--- config.mk ---
export PLATFORM = sky130hd
export DESIGN_NAME = ttt_button_conditioner
export DESIGN_NICKNAME = d
export VERILOG_FILES = /design/src/rtl/ttt_button_conditioner_pkg.sv /design/src/rtl/ttt_btn_debounce.sv /design/src/rtl/ttt_button_conditioner.sv
export SDC_FILE = /design/constraint.sdc
export NUM_CORES = 1
export LEC_CHECK = 0
export ABC_CLOCK_PERIOD_IN_PS = 2600
export CAP_MARGIN = 20
export CORE_UTILIZATION = 46
export CTS_CLUSTER_DIAMETER = 150
export DETAILED_ROUTE_END_ITERATION = 7
export GPL_TIMING_DRIVEN = 0
export PLACE_DENSITY = 0.59
export SYNTH_ARGS = -nofsm -noshare
export SYNTH_HDL_FRONTEND = slang
export SYNTH_SLANG_ARGS = --single-unit
--- constraint.sdc ---
create_clock -name Clk -period 2.6 [get_ports Clk]
set_input_delay 0.39 -clock Clk [delete_from_list [all_inputs] [get_ports Clk]]
set_output_delay 0.39 -clock Clk [all_outputs]
set_load 0.02 [all_outputs]
--- src/rtl/ttt_button_conditioner_pkg.sv ---
// Shared types for the tic-tac-toe button conditioner: debounce FSM states,
// button indices and the fixed-priority pick used by the top-level arbiter.
package ttt_button_conditioner_pkg;

  typedef enum logic [1:0] {
    IDLE    = 2'b00,
    ARM     = 2'b01,
    HELD    = 2'b10,
    RELEASE = 2'b11
  } btn_state_t;

  localparam int NUM_BTN = 5;
  localparam int BTN_R   = 0;
  localparam int BTN_L   = 1;
  localparam int BTN_D   = 2;
  localparam int BTN_U   = 3;
  localparam int BTN_C   = 4;

  // Higher index wins, so C > U > D > L > R falls out of the index order.
  function automatic logic [NUM_BTN-1:0] pick_highest(input logic [NUM_BTN-1:0] req);
    logic [NUM_BTN-1:0] g;
    g = '0;
    for (int i = 0; i < NUM_BTN; i++) begin
      if (req[i]) begin
        g    = '0;
        g[i] = 1'b1;
      end
    end
    return g;
  endfunction

endpackage

--- src/rtl/ttt_btn_debounce.sv ---
// One button: 2-flop synchroniser, debounce FSM, registered press pulse and
// (with BTN_AUTOREPEAT_EN defined) hold-to-repeat pulses.
module ttt_btn_debounce
  import ttt_button_conditioner_pkg::*;
#(
  parameter int unsigned DEBOUNCE_CYCLES = 500000,
  parameter int unsigned REPEAT_DELAY    = 50000000,
  parameter int unsigned REPEAT_PERIOD   = 20000000,
  parameter bit          REPEAT_EN       = 1'b0
) (
  input  logic clk,
  input  logic rst_n,
  input  logic raw,
  output logic press,
  output logic held
);

  localparam int CW = $clog2(DEBOUNCE_CYCLES + 1);
  localparam logic [CW-1:0] CNT_LAST = CW'(DEBOUNCE_CYCLES - 1);

  logic [1:0]  sync;
  logic [1:0]  fill;
  logic        s;
  logic        seen_low;
  btn_state_t  state;
  btn_state_t  state_nxt;
  logic [CW-1:0] cnt;
  logic [CW-1:0] cnt_nxt;
  logic        press_nxt;
  logic        rpt_fire;

  if (REPEAT_EN && (REPEAT_DELAY == 0 || REPEAT_PERIOD == 0)) begin : g_bad_repeat
    $error("REPEAT_DELAY and REPEAT_PERIOD must be non-zero");
  end

  assign s = sync[1];

  // A button held through reset must be seen low (with a filled synchroniser)
  // before it may arm again; the reset-cleared sync flops do not count.
  always_ff @(posedge clk or negedge rst_n) begin
    if (!rst_n) begin
      sync     <= '0;
      fill     <= '0;
      seen_low <= 1'b0;
    end else begin
      sync     <= {sync[0], raw};
      fill     <= {fill[0], 1'b1};
      seen_low <= seen_low | (fill[1] & ~s);
    end
  end

  always_ff @(posedge clk or negedge rst_n) begin
    if (!rst_n) begin
      state <= IDLE;
      cnt   <= '0;
      press <= 1'b0;
    end else begin
      state <= state_nxt;
      cnt   <= cnt_nxt;
      press <= press_nxt;
    end
  end

  always_comb begin
    state_nxt = state;
    cnt_nxt   = cnt;
    press_nxt = 1'b0;
    unique case (state)
      IDLE: begin
        if (s && seen_low) begin
          state_nxt = ARM;
          cnt_nxt   = CW'(1);
        end
      end
      ARM: begin
        if (!s) begin
          state_nxt = IDLE;
          cnt_nxt   = '0;
        end else if (cnt == CNT_LAST) begin
          state_nxt = HELD;
          cnt_nxt   = '0;
          press_nxt = 1'b1;
        end else begin
          cnt_nxt = cnt + CW'(1);
        end
      end
      HELD: begin
        if (!s) begin
          state_nxt = RELEASE;
          cnt_nxt   = CW'(1);
        end else if (rpt_fire) begin
          press_nxt = 1'b1;
        end
      end
      RELEASE: begin
        if (s) begin
          state_nxt = HELD;
          cnt_nxt   = '0;
        end else if (cnt == CNT_LAST) begin
          state_nxt = IDLE;
          cnt_nxt   = '0;
        end else begin
          cnt_nxt = cnt + CW'(1);
        end
      end
      default: begin
        state_nxt = IDLE;
        cnt_nxt   = '0;
      end
    endcase
  end

  assign held = (state == HELD) || (state == RELEASE);

`ifdef BTN_AUTOREPEAT_EN
  if (REPEAT_EN) begin : g_repeat
    localparam int RMAX = (REPEAT_DELAY > REPEAT_PERIOD) ? REPEAT_DELAY : REPEAT_PERIOD;
    localparam int RW   = $clog2(RMAX + 1);

    logic [RW-1:0] rcnt;
    logic [RW-1:0] rlast;
    logic          rphase;

    // First repeat waits REPEAT_DELAY after the accept pulse, later ones REPEAT_PERIOD.
    assign rlast    = rphase ? RW'(REPEAT_PERIOD - 1) : RW'(REPEAT_DELAY - 1);
    assign rpt_fire = (state == HELD) && s && (rcnt == rlast);

    always_ff @(posedge clk or negedge rst_n) begin
      if (!rst_n) begin
        rcnt   <= '0;
        rphase <= 1'b0;
      end else if (state != HELD || state_nxt != HELD) begin
        rcnt   <= '0;
        rphase <= 1'b0;
      end else if (rpt_fire) begin
        rcnt   <= '0;
        rphase <= 1'b1;
      end else begin
        rcnt <= rcnt + RW'(1);
      end
    end
  end else begin : g_no_repeat
    assign rpt_fire = 1'b0;
  end
`else
  assign rpt_fire = 1'b0;
`endif

endmodule

--- src/rtl/ttt_button_conditioner.sv ---
// Five debounced buttons -> registered one-hot press pulses (priority C>U>D>L>R)
// gated by enable; optional hold-to-repeat on L/R/U/D via BTN_AUTOREPEAT_EN.
module ttt_button_conditioner
  import ttt_button_conditioner_pkg::*;
#(
  parameter int unsigned DEBOUNCE_CYCLES = 500000,
  parameter int unsigned REPEAT_DELAY    = 50000000,
  parameter int unsigned REPEAT_PERIOD   = 20000000
) (
  input  logic       Clk,
  input  logic       reset_n,
  input  logic       enable,
  input  logic       u_BtnL,
  input  logic       u_BtnR,
  input  logic       u_BtnU,
  input  logic       u_BtnD,
  input  logic       u_BtnC,
  output logic       BtnL,
  output logic       BtnR,
  output logic       BtnU,
  output logic       BtnD,
  output logic       BtnC,
  output logic [4:0] held
);

  if (DEBOUNCE_CYCLES < 2) begin : g_bad_debounce
    $error("DEBOUNCE_CYCLES must be at least 2");
  end

  logic [NUM_BTN-1:0] raw_btn;
  logic [NUM_BTN-1:0] press;
  logic [NUM_BTN-1:0] pulse;

  assign raw_btn[BTN_R] = u_BtnR;
  assign raw_btn[BTN_L] = u_BtnL;
  assign raw_btn[BTN_D] = u_BtnD;
  assign raw_btn[BTN_U] = u_BtnU;
  assign raw_btn[BTN_C] = u_BtnC;

  for (genvar k = 0; k < NUM_BTN; k++) begin : g_btn
    ttt_btn_debounce #(
      .DEBOUNCE_CYCLES(DEBOUNCE_CYCLES),
      .REPEAT_DELAY   (REPEAT_DELAY),
      .REPEAT_PERIOD  (REPEAT_PERIOD),
      .REPEAT_EN      (k != BTN_C)
    ) u_debounce (
      .clk  (Clk),
      .rst_n(reset_n),
      .raw  (raw_btn[k]),
      .press(press[k]),
      .held (held[k])
    );
  end

  // Losing requests are dropped outright; a disabled press is never replayed.
  always_ff @(posedge Clk or negedge reset_n) begin
    if (!reset_n) begin
      pulse <= '0;
    end else begin
      pulse <= enable ? pick_highest(press) : '0;
    end
  end

  assign BtnR = pulse[BTN_R];
  assign BtnL = pulse[BTN_L];
  assign BtnD = pulse[BTN_D];
  assign BtnU = pulse[BTN_U];
  assign BtnC = pulse[BTN_C];

endmodule

Word level (Yosys, flattened, before mapping)
Cells that the tools add are included.

Equal/unequal tests: 40. Reduce and logical (&&, ||, !) cells: 25. Add/sub/neg operators: 5. Muxes and demuxes: 86. Bitwise logic cells: 15.

Operators with widths (number): 2-to-1 mux 19 bit (25); case mux 19 bit (4 select lines) (5); adder 19 x 1 -> 19 bit (second input constant) (5); equality test 19 bit (second input constant) (5); 2-to-1 mux 2 bit (31); case mux 2 bit (4 select lines) (5); equality test 2 bit (second input constant) (10); 2-to-1 mux 5 bit (4); AND reduction 4 bit (5); 2-to-1 mux 1 bit (16); != test 3 x 1 -> 1 bit (second input constant) (5); != test 3 bit (second input constant) (5); equality test 2 x 1 -> 1 bit (second input constant) (5); zero test 2 bit (5); != test 2 x 1 -> 1 bit (second input constant) (5); != test 2 bit (second input constant) (5); AND reduction 2 bit (5); AND 1 bit (5); logical AND 1 bit (5); logical OR 1 bit (5); NOT 1 bit (5); OR 1 bit (5).

Flip-flop bits (word level): 140. Output and inout bits: 10. Logic and storage cells: 202.

Depth between registers and ports, before layout
Gate-level depths: netlist of run 1.

Word-level depth: 6. Depth in mapped cells: 8. Depth with buffers taken out: 6.

Hierarchy
Synthesis of run 1 repeated with hierarchy kept, for this count alone.

Cells, all modules: 719. Area total of the unflattened synthesis: 7066.8 um2.

Modules (own cells, without submodules): ttt_btn_debounce (g_btn[0].u_debounce ...) (area an instance 1355.0 um2, cells each 141, instances 4); ttt_btn_debounce (g_btn[4].u_debounce) (area an instance 1442.6 um2, cells each 142, instances 1); ttt_button_conditioner (area an instance 203.9 um2, cells each 13, instances 1).

Least setup slack after synthesis of run 1
Ideal clock, no wire load.

Path type: register to register. Start: register g_btn[0].u_debounce.cnt[0]. End: register g_btn[0].u_debounce.cnt[1]. Setup slack: 735 ps. Buffers on the path: 1. Setup time: 121 ps. Period minus slack after synthesis: 1865 ps. Data arrival time: 1744 ps. Data required time: 2479 ps. Cell stages (with the launch flop): 7. Cell sequence: dfrtp_1 > ha_1 > and4_1 > nand4_1 > o31a_1 > buf_2 > a22o_1.

Longest elaborated chain between the ends: 4. Elaborated cells on any way between the ends: 6. Those cells by class: add/sub: 1; eq/ne: 1; mux: 4.

RTL lines: start, declared (line ttt_btn_debounce.sv:27) `logic [CW-1:0] cnt;`; start signal, assigned (line ttt_btn_debounce.sv:59) `cnt <= cnt_nxt;`; adder 19 x 1 -> 19 bit or equality test 19 bit (tied branches); 2-to-1 mux 19 bit * (line ttt_btn_debounce.sv:79, ttt_btn_debounce.sv:99); 2-to-1 mux 19 bit, on equally long branches (line ttt_btn_debounce.sv:96, ttt_btn_debounce.sv:76); case mux 19 bit (4 select lines) * (line ttt_btn_debounce.sv:68) `unique case (state)`.

Every way passes the cells marked *; elsewhere a longest branch is shown, timed or not. A chain may end at the register's enable or synchronous reset.

Worst setup path in the final report of run 1
Start: register g_btn[4].u_debounce.cnt[0]. End: register g_btn[4].u_debounce.cnt[17].

Longest elaborated chain between the ends: 4. Elaborated cells on any way between the ends: 6. Those cells by class: add/sub: 1; eq/ne: 1; mux: 4.

RTL lines (line): start, declared (ttt_btn_debounce.sv:27); start signal, assigned (ttt_btn_debounce.sv:59); adder 19 x 1 -> 19 bit or equality test 19 bit (tied branches); 2-to-1 mux 19 bit * (ttt_btn_debounce.sv:79, ttt_btn_debounce.sv:99); 2-to-1 mux 19 bit, on equally long branches (ttt_btn_debounce.sv:96, ttt_btn_debounce.sv:76); case mux 19 bit (4 select lines) * (ttt_btn_debounce.sv:68).

Marks and branches as above.

==> results of run 1 <==
[worst max-delay path, cell delays in order, from the launching register on]
cell and delay, ps:
dfrtp_1 430, ha_1 270, and4_1 290, and4_1 240, a31oi_2 280, buf_2 280
o21ai_0 140, a31oi_1 190
[path summary, 6_finish.rpt]
check | end | start | cells after the start
worst max-delay path | g_btn[4].u_debounce.cnt[17] | g_btn[4].u_debounce.cnt[0] | 7
worst min-delay path | g_btn[4].u_debounce.sync[1] | g_btn[4].u_debounce.sync[0] | 0
worst max register to register | g_btn[4].u_debounce.cnt[17] | g_btn[4].u_debounce.cnt[0] | 7
worst min register to register | g_btn[4].u_debounce.sync[1] | g_btn[4].u_debounce.sync[0] | 0
max in group asynchronous | g_btn[4].u_debounce.cnt[6] | reset_n | 3
min in group asynchronous | g_btn[3].u_debounce.cnt[8] | reset_n | 2
[synth_stat cells (9+ instances only)]
cell type / count
dfrtp_1: 132
nand2_1: 75
a21oi_1: 51
nand3_1: 51
o21ai_0: 48
a31oi_1: 44
nor2_1: 38
nand4_1: 21
and3_1: 19
clkbuf_1: 19
inv_1: 19
nor2b_1: 19
buf_2: 14
nor3_1: 13
a22o_1: 9
a41oi_1: 9
and2_1: 9
nor4_1: 9
or3_1: 9
[cell type report]
class / instances / share of cell area, %
plain buffers: 41 / 2.56
clock buffers: 27 / 6.70
clock inverters: 3 / 0.545
inverters: 19 / 0.913
multi-input cells: 540 / 41.3
flip-flops and latches: 132 / 42.3
well taps: 184 / 2.95
repair buffers: 20 / 2.74
[sequential cells by signal, summed over array words and instances (netlist names), named ones only]
signal / cells
g_btn.u_debounce.cnt: 95
g_btn.u_debounce.press: 5
pulse: 5
g_btn.u_debounce.state: 5
g_btn.u_debounce.seen_low: 5
g_btn.u_debounce.sync: 10
g_btn.u_debounce.fill: 2
[report_power, final]
part	switching, mW	leakage, nW	internal, mW
combinational	0.722	1.18	0.387
clock	0.833	0.276	1.46
sequential	0.190	1.76	2.21
[layer usage]
metal  vias up  global-route usage (%)
li1       2791                       -
met1      2746                    29.6
met2        98                    33.8
met3        23                    4.49
met4         0                    8.81
met5         -                       0
[kinds of logic (layout without fill, tap and decap cells)]
group / Yosys count / in the layout / synth area share [%]
muxes: 11 / 11 / 1.73
xor gates and xnor gates: 9 / 9 / 1.16
and+or+nand+nor: 305 / 305 / 24.0
AOI/OAI and AO/OA: 209 / 209 / 19.5
DFF: 132 / 132 / 48.6
adders and majority gates: 5 / 5 / 0.920
buffers and inverters: 60 / 110 / 3.99
other: 1 / 1 / 0.0551
==> results.json, run 1 <==
{
  "outcome": "finished, final reports clean",
  "clk_pin_slew_ps": 60,
  "wl_met2_um": 6990,
  "dp_hpwl_um": 10200,
  "ys_ff_latch": 132,
  "grt_max_degree": 73,
  "cts_setup_buffers": 0,
  "placed_cells": 934,
  "grt_usage_pct": 21.7,
  "synthFlopType": "dfrtp_1",
  "fin_area_mm2": 0.00781,
  "io_pins": 18,
  "die_h_um": 124,
  "yosys_warnings": 0,
  "grt_overflow": 0,
  "critPathArrivalTime_ps": 2550,
  "cts_tree": "yes",
  "clock_latency_ps": 420,
  "grt_antenna_before_repair": 0,
  "initialDrtViolationCount": 502,
  "async_reset_ff_share_pct": 100,
  "whs_ps": 346,
  "avgRoutedWirePerCell_um": 15.7,
  "post-place-ws_ps": 420,
  "period_share_pct": 85.0,
  "place_area_mm2": 0.00723,
  "grt_pass1_vias": 5456,
  "antenna_cells": 0,
  "core_mm2": 0.0145,
  "synth.avg_cell_area_um2": 9.29,
  "finalNetCount": 784,
  "slew_viol_final": 0,
  "worst_pin_slew_ps": 965,
  "drtAntennaViolNets": 0,
  "final_common_cell": "dfrtp_1",
  "wl_met1_um": 7420,
  "fp.dieW_um": 124,
  "synth-edff-count": 0,
  "die_area_mm2": 0.0153,
  "post_cts_resize_count": 0,
  "finalSetupViolCount": 0,
  "layout_common_cells": "132 x dfrtp_1, 75 x nand2_1, 51 x nand3_1, 51 x a21oi_1, 48 x o21ai_0",
  "ys_types": 61,
  "syn_area_mm2": 0.00680,
  "max_freq_mhz": 453,
  "grt_pass1_wl_um": 25900,
  "portBuffers": 17,
  "syn_nets": 745,
  "reg2reg_slack_ps": 390,
  "worstSetupStartpointType": "register",
  "synth_top_area_share_pct": 48.6,
  "hold_viol": 0,
  "initial_core_util_pct": 47.0,
  "setup_ws_ps": 391,
  "first_pass_iters": 6,
  "fin_crit_ps": 2210,
  "setup_tns_ps": 0,
  "worstHoldPathType": "register to register",
  "regArea_mm2": 0.00330,
  "power_mw": 5.79,
  "cts_max_level": 4,
  "leakage_nw": 3.22,
  "hold_buffers": 1,
  "wl_met3_um": 447,
  "synthCells": 732,
  "cts-root-buf": "clkbuf_16",
  "wirelength_um": 15100,
  "clkSinkCount": 132,
  "rsz0062_at_grt": "false",
  "max_slew_margin_pct": 35.3,
  "numCtsBuffers": 17,
  "ir_drop_v": 0.000514,
  "drv_cap": 0,
  "instances_no_fill": 966,
  "gp_congestion": 0.844,
  "ys_seq_area_share_pct": 48.6,
  "cp_max_fo": 10,
  "drive_gt1_share_pct": 8.57,
  "critPathCaptureType": "register",
  "critPathRequiredTime_ps": 2940,
  "skew_ps": 8.35,
  "synth_area_leaders": "dfrtp_1 49%, nand2_1 4.1%, a31oi_1 4.0%",
  "critPathKind": "register to register",
  "yosys.area.top_type": "dfrtp_1",
  "drc": 0,
  "via_per_inst": 5.86,
  "num_rows": 44,
  "multiInputGateArea_mm2": 0.00323,
  "power-per-cell-area_mw_per_mm2": 742,
  "cts_buffer_depth": 2,
  "n_fill_cell": 1315,
  "area_growth_pct": 14.8,
  "final_core_util_pct": 53.9,
  "highest_layer": "met4",
  "vias": 5658
}
Note: power is estimated with default switching activity, not from simulation.
==> run 2: changes to the inputs <==
--- a/config.mk
+++ b/config.mk
@@ -5,7 +5,7 @@
 export SDC_FILE = /design/constraint.sdc
 export NUM_CORES = 1
 export LEC_CHECK = 0
-export ABC_CLOCK_PERIOD_IN_PS = 2600
+export ABC_CLOCK_PERIOD_IN_PS = 2250
 export CAP_MARGIN = 20
 export CORE_UTILIZATION = 46
 export CTS_CLUSTER_DIAMETER = 150
==> constraint.sdc (replaced) <==
create_clock -name Clk -period 2.25 [get_ports Clk]
set_input_delay 0.3375 -clock Clk [delete_from_list [all_inputs] [get_ports Clk]]
set_output_delay 0.3375 -clock Clk [all_outputs]
set_load 0.02 [all_outputs]
==> results.json, run 2 (synthesis gave the netlist of run 1 again) <==
{
  "outcome": "finished, final reports clean",
  "portBuffers": 17,
  "rsz0062_at_grt": "false",
  "max_freq_mhz": 464,
  "drtAntennaViolNets": 0,
  "power-per-cell-area_mw_per_mm2": 857,
  "via_per_inst": 5.87,
  "initialDrtViolationCount": 478,
  "power_mw": 6.70,
  "worstSetupStartpointType": "register",
  "regMostFlops": "g_btn.u_debounce.cnt",
  "largest_reg_flops": 95,
  "critPathCaptureType": "register",
  "grt_overflow": 0,
  "cp.buffers_inverters": 1,
  "die_area_mm2": 0.0153,
  "critPathKind": "register to register",
  "crit_top_cell": "and4_1",
  "largestRegisters": "g_btn.u_debounce.cnt (95), g_btn.u_debounce.sync (10)",
  "place_area_mm2": 0.00723,
  "crit_family": "compound AO/OA/AOI/OAI gates",
  "crit_chain": "ha_1 > and4_1 > and4_1 > a31oi_4 > buf_2 > a41oi_1 > a31oi_1",
  "area_growth_pct": 15.0,
  "clock_latency_ps": 420,
  "placed_cells": 934,
  "clkSinkCount": 132,
  "worstHoldPathType": "register to register",
  "worst_pin_slew_ps": 965,
  "wirelength_um": 15200,
  "vias": 5664,
  "grt_usage_pct": 21.7,
  "first_pass_iters": 5,
  "fin_crit_ps": 2160,
  "num_rows": 44,
  "slew_viol_final": 0,
  "regArea_mm2": 0.00330,
  "cts_max_level": 4,
  "numCtsBuffers": 17,
  "critPathArrivalTime_ps": 2490,
  "skew_ps": 10.4,
  "core_mm2": 0.0145,
  "hold_viol": 0,
  "layout_common_cells": "132 x dfrtp_1, 75 x nand2_1, 51 x nand3_1, 51 x a21oi_1, 48 x o21ai_0",
  "leakage_nw": 3.22,
  "period_share_pct": 95.9,
  "io_pins": 18,
  "ir_drop_v": 0.000593,
  "cts-root-buf": "clkbuf_16",
  "grt_max_degree": 73,
  "critPathRequiredTime_ps": 2590,
  "fin_area_mm2": 0.00782,
  "reg2reg_slack_ps": 90,
  "grt_pass1_wl_um": 25900,
  "finalSetupViolCount": 0,
  "finalNetCount": 783,
  "n_fill_cell": 1314,
  "grt_antenna_before_repair": 0,
  "initial_core_util_pct": 47.0,
  "drc": 0,
  "dp_hpwl_um": 10200,
  "cts_setup_buffers": 0,
  "drv_cap": 0,
  "max_slew_margin_pct": 35.3,
  "die_h_um": 124,
  "drive_gt1_share_pct": 8.58,
  "antenna_cells": 0,
  "cts_buffer_depth": 2,
  "cts_tree": "yes",
  "final_common_cell": "dfrtp_1",
  "gp_congestion": 0.844,
  "whs_ps": 346,
  "slowest_delay_ps": 430,
  "avgRoutedWirePerCell_um": 15.7,
  "instances_no_fill": 965,
  "fp.dieW_um": 124,
  "grt_pass1_vias": 5456,
  "cp_max_fo": 10,
  "cp_slowest_cell": "dfrtp_1",
  "clk_pin_slew_ps": 60,
  "multiInputGateArea_mm2": 0.00323
}
run 2: changes by cell type in the layout (fill, tap and decap cells not counted), sizes merged:
cell / before / now
clkbuf: 49 / 48
run 2: cell type report:
type                    instances  share of cell area (%)
inverters                      19                   0.912
clock inverters                 3                   0.544
multi-input cells             540                    41.4
plain buffers                  40                    2.54
flip-flops and latches        132                    42.3
well taps                     184                    2.94
clock buffers                  27                    6.69
repair buffers                 20                    2.74
run 2: layer usage:
metal  GRT usage [%]  up-vias  part of all wire [%]
li1                -     2789                     -
met1            29.6     2756                    49
met2            33.8      100                    46
met3            4.49       19                   2.7
met4            8.81        0                   1.5
met5               0        -                     0
run 2: power breakdown:
part / switching, mW / internal [mW] / total [mW]
registers: 0.220 / 2.55 / 2.77
logic: 0.837 / 0.453 / 1.29
clock network: 0.961 / 1.68 / 2.64
total: 2.02 / 4.68 / 6.70
run 2: final timing paths:
kind                                              from                     endpoint  cells after the start
setup / recovery            g_btn[4].u_debounce.cnt[0]   g_btn[4].u_debounce.cnt[9]                      7
hold / removal             g_btn[4].u_debounce.sync[0]  g_btn[4].u_debounce.sync[1]                      0
setup reg to reg            g_btn[4].u_debounce.cnt[0]   g_btn[4].u_debounce.cnt[9]                      7
hold reg to reg            g_btn[4].u_debounce.sync[0]  g_btn[4].u_debounce.sync[1]                      0
max in group asynchronous                      reset_n   g_btn[4].u_debounce.cnt[6]                      3
min in group asynchronous                      reset_n   g_btn[3].u_debounce.cnt[8]                      2
run 2: repair_timing:
action,4_1_cts,5_1_grt
setup endpoints to repair,0,25
hold endpoints to repair,60,0
hold buffers,1,0
gates resized for setup,0,3
run 2: metrics by stage:
stage	setup TNS [ps]	utilization [%]	setup WS, ps
finish	0	54.0	93.3
global route	0	54.0	0.136
CTS	0	53.9	66.1
detailed placement	0	49.9	69.7
global placement	-596560	49.7	-4530
floorplan	0	-	385
